File: config.mk
export PLATFORM = sky130hd
export DESIGN_NAME = dma_csr
export DESIGN_NICKNAME = d
export VERILOG_FILES = /design/src/rtl/dma_csr_pkg.sv /design/src/rtl/dma_csr_update_fsm.sv /design/src/rtl/dma_csr.sv
export SDC_FILE = /design/constraint.sdc
export NUM_CORES = 1
export LEC_CHECK = 0
export ABC_AREA = 1
export CAP_MARGIN = 5
export CORE_AREA = 2 2 97 99
export DETAILED_ROUTE_END_ITERATION = 7
export DIE_AREA = 0 0 99 101
export GPL_ROUTABILITY_DRIVEN = 0
export GPL_TIMING_DRIVEN = 0
export PLACE_DENSITY = 0.89
export SYNTH_ARGS = -nofsm -noshare
export SYNTH_HDL_FRONTEND = slang
export SYNTH_HIERARCHICAL = 1
export SYNTH_SLANG_ARGS = --single-unit
File: constraint.sdc
create_clock -name clk -period 2.7 [get_ports clk]
set_input_delay 0.405 -clock clk [delete_from_list [all_inputs] [get_ports clk]]
set_output_delay 0.405 -clock clk [all_outputs]
set_load 0.03 [all_outputs]
File: src/rtl/dma_csr_pkg.sv
// Shared definitions for the DMA CSR block: register map, bit positions and
// the status-update FSM state encoding.
package dma_csr_pkg;

  localparam int STATUS_ADDR    = 0;
  localparam int CONTROL_ADDR   = 1;
  localparam int IRQ_COUNT_ADDR = 2;

  localparam int IRQ_PENDING_BIT = 31;
  localparam int IE_BIT          = 0;

  localparam int IRQ_COUNT_W = 16;

  typedef logic [1:0] upd_state_t;

  localparam upd_state_t IDLE    = 2'd0;
  localparam upd_state_t UPDATE  = 2'd1;
  localparam upd_state_t ACK     = 2'd2;
  localparam upd_state_t RELEASE = 2'd3;

endpackage

File: src/rtl/dma_csr_update_fsm.sv
// Handshake FSM for status-update requests: accepts a held request, pulses a
// one-cycle load into STATUS, acks, then waits for the request to drop.
module dma_csr_update_fsm
  import dma_csr_pkg::*;
(
  input  logic clk,
  input  logic reset,
  input  logic rq_i,
  input  logic host_status_wr_i,
  output logic load_o,
  output logic ack_o
);

  upd_state_t state_q, state_d;
  logic       ack_q;

  always_comb begin
    state_d = state_q;
    case (state_q)
      // A host write to STATUS in the same cycle defers acceptance by one cycle.
      IDLE:    if (rq_i && !host_status_wr_i) state_d = UPDATE;
      UPDATE:  state_d = ACK;
      ACK:     state_d = rq_i ? RELEASE : IDLE;
      RELEASE: if (!rq_i) state_d = IDLE;
      default: state_d = IDLE;
    endcase
  end

  always_ff @(posedge clk) begin
    if (reset) begin
      state_q <= IDLE;
      ack_q   <= 1'b0;
    end else begin
      state_q <= state_d;
      ack_q   <= (state_d == ACK);
    end
  end

  assign load_o = (state_q == UPDATE);
  assign ack_o  = ack_q;

endmodule

File: src/rtl/dma_csr.sv
// DMA control/status register block with status-update handshake and level IRQ.
// Optional IRQ_COUNT register at address 2 is enabled by DMA_CSR_IRQ_COUNT_EN.
module dma_csr
  import dma_csr_pkg::*;
#(
  parameter int ADDR_W = 3
) (
  input  logic              clk,
  input  logic              reset,
  input  logic [ADDR_W-1:0] csr_address,
  input  logic              csr_read,
  input  logic              csr_write,
  input  logic [31:0]       csr_writedata,
  input  logic [3:0]        csr_byteenable,
  output logic [31:0]       csr_readdata,
  output logic              csr_readdatavalid,
  input  logic [31:0]       csr_status_update_i,
  input  logic [3:0]        csr_status_update_be_i,
  input  logic              csr_status_update_rq_i,
  output logic              csr_status_update_ack_o,
  input  logic              dma_interrupt_rq_i,
  output logic [31:0]       csr_control_o,
  output logic              irq_o
);

  logic [31:0] status_q, status_d;
  logic [31:0] control_q, control_d;
  logic [31:0] readdata_q, readdata_d;
  logic        readdatavalid_q;
  logic [31:0] irq_count_rd;
  logic        status_wr, control_wr, pending_clr, status_load;
  logic        unused_update_msb;

  assign status_wr   = csr_write && (csr_address == ADDR_W'(STATUS_ADDR));
  assign control_wr  = csr_write && (csr_address == ADDR_W'(CONTROL_ADDR));
  assign pending_clr = status_wr && csr_byteenable[3] && csr_writedata[IRQ_PENDING_BIT];

  // Bit 31 of the update word has no destination: IRQ_PENDING is host/event owned.
  assign unused_update_msb = csr_status_update_i[31];

  dma_csr_update_fsm u_update_fsm (
    .clk              (clk),
    .reset            (reset),
    .rq_i             (csr_status_update_rq_i),
    .host_status_wr_i (status_wr),
    .load_o           (status_load),
    .ack_o            (csr_status_update_ack_o)
  );

  genvar gi;
  generate
    for (gi = 0; gi < 4; gi++) begin : g_byte
      assign control_d[8*gi +: 8] = (control_wr && csr_byteenable[gi]) ?
                                    csr_writedata[8*gi +: 8] : control_q[8*gi +: 8];
      if (gi < 3) begin : g_full
        assign status_d[8*gi +: 8] = (status_load && csr_status_update_be_i[gi]) ?
                                     csr_status_update_i[8*gi +: 8] : status_q[8*gi +: 8];
      end else begin : g_top
        assign status_d[30:24] = (status_load && csr_status_update_be_i[3]) ?
                                 csr_status_update_i[30:24] : status_q[30:24];
      end
    end
  endgenerate

  // A new interrupt event beats a simultaneous host clear.
  assign status_d[IRQ_PENDING_BIT] = dma_interrupt_rq_i |
                                     (status_q[IRQ_PENDING_BIT] & ~pending_clr);

`ifdef DMA_CSR_IRQ_COUNT_EN
  logic [IRQ_COUNT_W-1:0] irq_count_q, irq_count_d;
  logic                   irq_count_wr;

  assign irq_count_wr = csr_write && (csr_address == ADDR_W'(IRQ_COUNT_ADDR));

  always_comb begin
    irq_count_d = irq_count_q;
    if (irq_count_wr)
      irq_count_d = '0;
    else if (dma_interrupt_rq_i && (irq_count_q != {IRQ_COUNT_W{1'b1}}))
      irq_count_d = irq_count_q + 1'b1;
  end

  always_ff @(posedge clk) begin
    if (reset) irq_count_q <= '0;
    else       irq_count_q <= irq_count_d;
  end

  assign irq_count_rd = {{(32-IRQ_COUNT_W){1'b0}}, irq_count_q};
`else
  assign irq_count_rd = 32'h0;
`endif

  always_comb begin
    readdata_d = 32'h0;
    if (csr_address == ADDR_W'(STATUS_ADDR))
      readdata_d = status_q;
    else if (csr_address == ADDR_W'(CONTROL_ADDR))
      readdata_d = control_q;
    else if (csr_address == ADDR_W'(IRQ_COUNT_ADDR))
      readdata_d = irq_count_rd;
  end

  always_ff @(posedge clk) begin
    if (reset) begin
      status_q        <= 32'h0;
      control_q       <= 32'h0;
      readdata_q      <= 32'h0;
      readdatavalid_q <= 1'b0;
    end else begin
      status_q        <= status_d;
      control_q       <= control_d;
      readdatavalid_q <= csr_read;
      if (csr_read) readdata_q <= readdata_d;
    end
  end

  assign csr_readdata      = readdata_q;
  assign csr_readdatavalid = readdatavalid_q;
  assign csr_control_o     = control_q;
  assign irq_o             = status_q[IRQ_PENDING_BIT] & control_q[IE_BIT];

endmodule

==> impl_metrics.toml, run 1 <==
[run_status]
status = "finished clean"

[floorplanning]
start_util_pct = 46.7
coreArea_um2 = 8980
io_pins = 148
rows = 35
die_h_um = 101
die_area_um2 = 10000
fp.dieW_um = 99

[worst_setup_path]
critical_path_buf_inv_count = 2
critPathTopFamily = "buffers and inverters"
required_ps = 2300
critPathArrivalTime_ps = 1540
slowest_delay_ps = 670
r2r_slack_ps = 1330
endpoint_kind = "output port"
crit_chain = "nand2_1 > inv_1 > clkdlybuf4s50_1"
cp_slowest_cell = "clkdlybuf4s50_1"
setup.worst_path.start_class = "flip-flop"
timing.rr.start = "u_update_fsm/state_q[1]"
rr_worst_depth = 7
r2r_end = "status_q[17]"
critPathMaxFanout = 4
critPathKind = "reg2out"

[sta]
grt_setup_unrepaired = "no"
worst_pin_slew_ps = 666
max_freq_mhz = 514
final_max_slew_viol_count = 0
fin_ws_ps = 755
skew_ps = 11.6
whs_ps = 491
layout_min_cycle_time_ps = 1940
setup_tns_ps = 0
finalSetupViolations = 0
fin_crit_sh_pct = 72.0
relSlewSlack_pct = 55.6
hold_viol = 0

[synth]
synth.distinct_cells = 19
avgSynthCellArea_um2 = 6.52
yosysSeqAreaShare_pct = 47.7
yosys.area.top_type = "dfxtp_1"
ys_warn_count = 6
synth.area.top_cells = "dfxtp_1 48%, nor2_1 17%, nand2_1 15%"
ys_seq_elements = 100
yosys.area.top_type_share_pct = 47.7
synth_area_um2 = 4190
synthCells = 643
synth_nets = 724

[finish]
fin_cells = 915
utilization_pct = 66.4
final_cell_mix = "192 x nor2_1, 167 x nand2_1, 145 x clkdlybuf4s50_1"
nFillCells = 747
syn_to_final_growth_pct = 42.1
drive_gt1_share_pct = 4.35
nNetsFinal = 880
diodes = 0
layout_commonest_cell = "nor2_1"

[global_routing]
globalRouteMet2Util_pct = 44.0
grt_pass1_vias = 4280
gr-total-overflow = 0
antenna_found_initial = 0
grt_max_degree = 18
grt.total_usage_pct = 24.4
grt_pass1_wl_mm = 19.4
met1_usage_pct = 27.5
met3_usage_pct = 6.31
top_usage_layer = "met2"

[detailed_routing]
dr.pass1.iters = 5
vias = 4372
drt_iter0_drc = 160
wire_per_inst_um = 13.1
ant_nets = 0
drc = 0
wl_mm = 12.0
viasPerCell = 4.78

[worst_hold_path]
holdCritStartpoint = "status_q[8]"
worstHoldPathCells = 2
min_to = "status_q[8]"
hold_class = "reg2reg"

[cts]
cts_buffer_depth = 2
post_cts_resized = 0
root_buffer = "clkbuf_8"
cts_setup_buffers = 0
cts_buffers = 9
clock_latency_ps = 370
clock-sinks = 100
h-tree-depth = 3
hold_buffers = 0
cts_tree = "built"
clk_pin_slew_ps = 90

[power]
power_density_nw_per_um2 = 495
vdd.ir_drop.worst_v = 0.000289
p_leak_nw = 2.80

[job]
maxCapViolCount = 0

[placement]
dp_hpwl_mm = 9.29
io_buffer_count = 145
dp_slack_ps = 520
numPlacedInstances = 899
[state kept, by name, indices dropped and copies added, names as in the netlist]
| signal | flops |
|---|---|
| csr_control_o | 32 |
| csr_readdata | 32 |
| csr_readdatavalid | 1 |
| status_q | 32 |
| u_update_fsm/ack_o | 1 |
| u_update_fsm/state_q | 2 |
[routing by layer]
layer  share of wire [%]  vias up
met5                   0        -
met1                  40     1945
met3                 7.4       28
met2                  50      171
li1                    -     2228
met4                 2.9        0
[kinds of logic after synthesis]
| family | Yosys count | share of synthesized area, % |
|---|---|---|
| buffers and inverters | 105 | 9.76 |
| DFF | 100 | 47.7 |
| and+or+nand+nor | 404 | 38.4 |
| AOI/OAI and AO/OA | 34 | 4.06 |
[layout make-up]
type                       count  area (um2)  share of cell area (%)
sequential                   100        2000                    33.6
multi-input combinational    438        1780                    29.9
timing repair buffer         145        1450                    24.4
inverter                      78         293                    4.91
tap                          111         139                    2.33
clock buffer                  10         128                    2.14
buffer                        27         116                    1.95
clock inverter                 6        48.8                   0.819
[tightest hold or removal path, cell delays in order (launching register included)]
cell and delay, ps:
dfxtp_1 340, nor2_1 50, nor2_1 80
[worst max-delay path by stage]
stage | from | slack [ps] | cells after the start | end
detailed placement | reset | 520 | 6 | csr_control_o[28]
global placement | reset | 560 | 6 | csr_control_o[16]
global route | csr_control_o[0] | 680 | 3 | irq_o
finish | csr_control_o[0] | 760 | 3 | irq_o
CTS | csr_control_o[0] | 740 | 3 | irq_o
floorplan | csr_read | 1470 | 5 | csr_readdata[12]
[power breakdown]
| group | total (mW) | internal [mW] | switching (mW) |
|---|---|---|---|
| Sequential | 1.58 | 1.54 | 0.0383 |
| Combinational | 0.493 | 0.232 | 0.260 |
| Clock | 0.884 | 0.345 | 0.539 |
[through the flow]
step                      total power, mW  area [um2]
after global placement               2.09        5780
after detailed placement             2.10        5780
after floorplan                      1.85        4190
final                                2.95        5960
after global routing                 3.08        5960
after CTS                            2.96        5960
[synth_stat cells]
| cell | count |
|---|---|
| a21oi_1 | 2 |
| and3_1 | 1 |
| buf_1 | 2 |
| buf_2 | 12 |
| clkbuf_1 | 13 |
| clkinv_1 | 1 |
| dfxtp_1 | 100 |
| inv_1 | 76 |
| inv_2 | 1 |
| nand2_1 | 167 |
| nand2_2 | 1 |
| nand2_4 | 1 |
| nand3_1 | 32 |
| nand4_1 | 5 |
| nor2_1 | 192 |
| nor2_2 | 1 |
| nor2_4 | 2 |
| nor3_2 | 2 |
| o21ai_0 | 32 |
No activity file was read; power rests on OpenSTA's default activity.
==> run 2, diff against run 1 <==
Settings changed: CORE_AREA 2 2 97 99 to 2 2 105 107, DIE_AREA 0 0 99 101 to 0 0 107 109, PLACE_DENSITY 0.89 to 0.81.
Clock period 2.7 ns to 1.6 ns, I/O delays scaled along.
==> run 2 against run 1 <==
Against the previous run:
- clock skew fell by 1.5 ps
- register-to-register slack got worse by 1100 ps
- clock-buffer cell count did not move
- highest routed layer unchanged
- design area rose by 2.1%
- die area rose by 17%
==> impl_metrics.toml, run 2 (synthesis results as in run 1) <==
[run_status]
status = "finished clean"

[finish]
utilization_pct = 57.4
drive_gt1_share_pct = 6.16
nFillCells = 1032
multi_input_area_um2 = 1790
layout_commonest_cell = "nor2_1"
nNetsFinal = 888
final_cell_mix = "192 x nor2_1, 167 x nand2_1, 100 x dfxtp_1"
diodes = 0
syn_to_final_growth_pct = 45.1
fin_cells = 952
regArea_um2 = 2000

[placement]
dp_slack_ps = -441
numPlacedInstances = 928
dp_hpwl_mm = 8.80
io_buffer_count = 145

[worst_setup_path]
required_ps = 1850
setup.worst_path.start_class = "input pin"
timing.rr.start = "u_update_fsm/state_q[1]"
critPathMaxFanout = 10
critPathArrivalTime_ps = 1780
crit_start = "reset"
cp_slowest_cell = "clkdlybuf4s50_1"
crit_chain = "clkdlybuf4s50_1 > clkbuf_4 > clkinv_1 > buf_1 > o21ai_0 > nor2_1"
rr_worst_depth = 7
critPathKind = "in2reg"
endpoint_kind = "flip-flop"
slowest_delay_ps = 570

[cts]
h-tree-depth = 3
clock_latency_ps = 350
cts_tree = "built"
cts_buffer_depth = 2
root_buffer = "clkbuf_8"
hold_buffers = 0
cts_buffers = 9
clk_pin_slew_ps = 100
clock-sinks = 100

[global_routing]
grt_pass1_vias = 3896
grt_pass1_wl_mm = 18.6
grt.total_usage_pct = 20.3
grt_max_degree = 18
gr-total-overflow = 0
antenna_found_initial = 0

[power]
p_leak_nw = 3.20
p_total_mw = 5.44
vdd.ir_drop.worst_v = 0.000521
power_density_nw_per_um2 = 894

[sta]
setup_tns_ps = 0
layout_min_cycle_time_ps = 1530
fin_ws_ps = 69.3
grt_setup_unrepaired = "no"
relSlewSlack_pct = 63.1
hold_viol = 0
max_freq_mhz = 653
finalSetupViolations = 0
skew_ps = 10.1
fin_crit_sh_pct = 95.7
worst_pin_slew_ps = 553
final_max_slew_viol_count = 0

[detailed_routing]
drc = 0
viasPerCell = 4.40
ant_nets = 0
dr.pass1.iters = 4
drt_iter0_drc = 181
vias = 4185
wl_mm = 11.6
wire_per_inst_um = 12.2

[floorplanning]
coreArea_um2 = 10600
rows = 38
io_pins = 148
fp.dieW_um = 107
die_h_um = 109
die_area_um2 = 11700
start_util_pct = 39.5

[worst_hold_path]
hold_class = "in2reg"
worstHoldPathCells = 5
holdCritStartpoint = "csr_read"

[job]
maxCapViolCount = 0
==> run 2: cell count changes in the layout (fill, tap and decap cells not counted), sizes merged <==
| cell | change |
|---|---|
| buf | +7 |
| bufinv | +3 |
| clkbuf | +1 |
| clkdlybuf4s50 | -68 |
| clkinv | -2 |
| clkinvlp | -2 |
| dlygate4sd2 | +66 |
| dlymetal6s2s | +2 |
| inv | +1 |
==> run 2: area by class of cell <==
cell class	count	area share [%]
plain buffers	27	2.16
clock buffers	10	2.26
clock inverters	6	1.91
inverters	78	4.81
multi-input cells	438	29.5
flip-flops and latches	100	32.9
well taps	140	2.88
repair buffers	153	23.6
==> run 2: repair_timing <==
item	in CTS	in global routing
pin swaps	0	4
setup buffers	0	8
setup endpoints to repair	80	80
gates resized for setup	70	13
==> run 2: layer usage <==
layer  track usage, %  share of wire, %  vias to the layer above  routed length [um]
met3             6.04               6.9                       20                 799
met1             25.7                45                     1796                5260
met4             8.26               2.0                        0                 234
li1                 -                 -                     2247                   -
met5                0                 0                        -                   0
met2             32.7                46                      122                5350
==> run 2: per-stage QoR <==
stage / cell area (um2) / hold slack (ps)
floorplan: 4190 / 309
global route: 6080 / 433
finish: 6080 / 390
detailed placement: 5820 / 471
global placement: 5820 / 462
CTS: 6000 / 373
==> run 2: worst max-delay path, delay by kind of cell <==
kind	cells	cell delay [ps]
and+or+nand+nor	1	60
AOI/OAI and AO/OA	1	170
buffers and inverters	4	1310
==> run 2: final timing paths <==
kind                        endpoint  slack, ps
hold / removal       csr_readdata[6]        390
setup / recovery        status_q[28]         70
hold reg to reg   u_update_fsm/ack_o        490
setup reg to reg         status_q[9]        220
==> run 2: power breakdown <==
part / switching, mW / total (mW) / internal, mW
logic: 0.440 / 0.798 / 0.358
registers: 0.0581 / 2.65 / 2.59
clock network: 0.889 / 1.99 / 1.10
total: 1.39 / 5.44 / 4.05
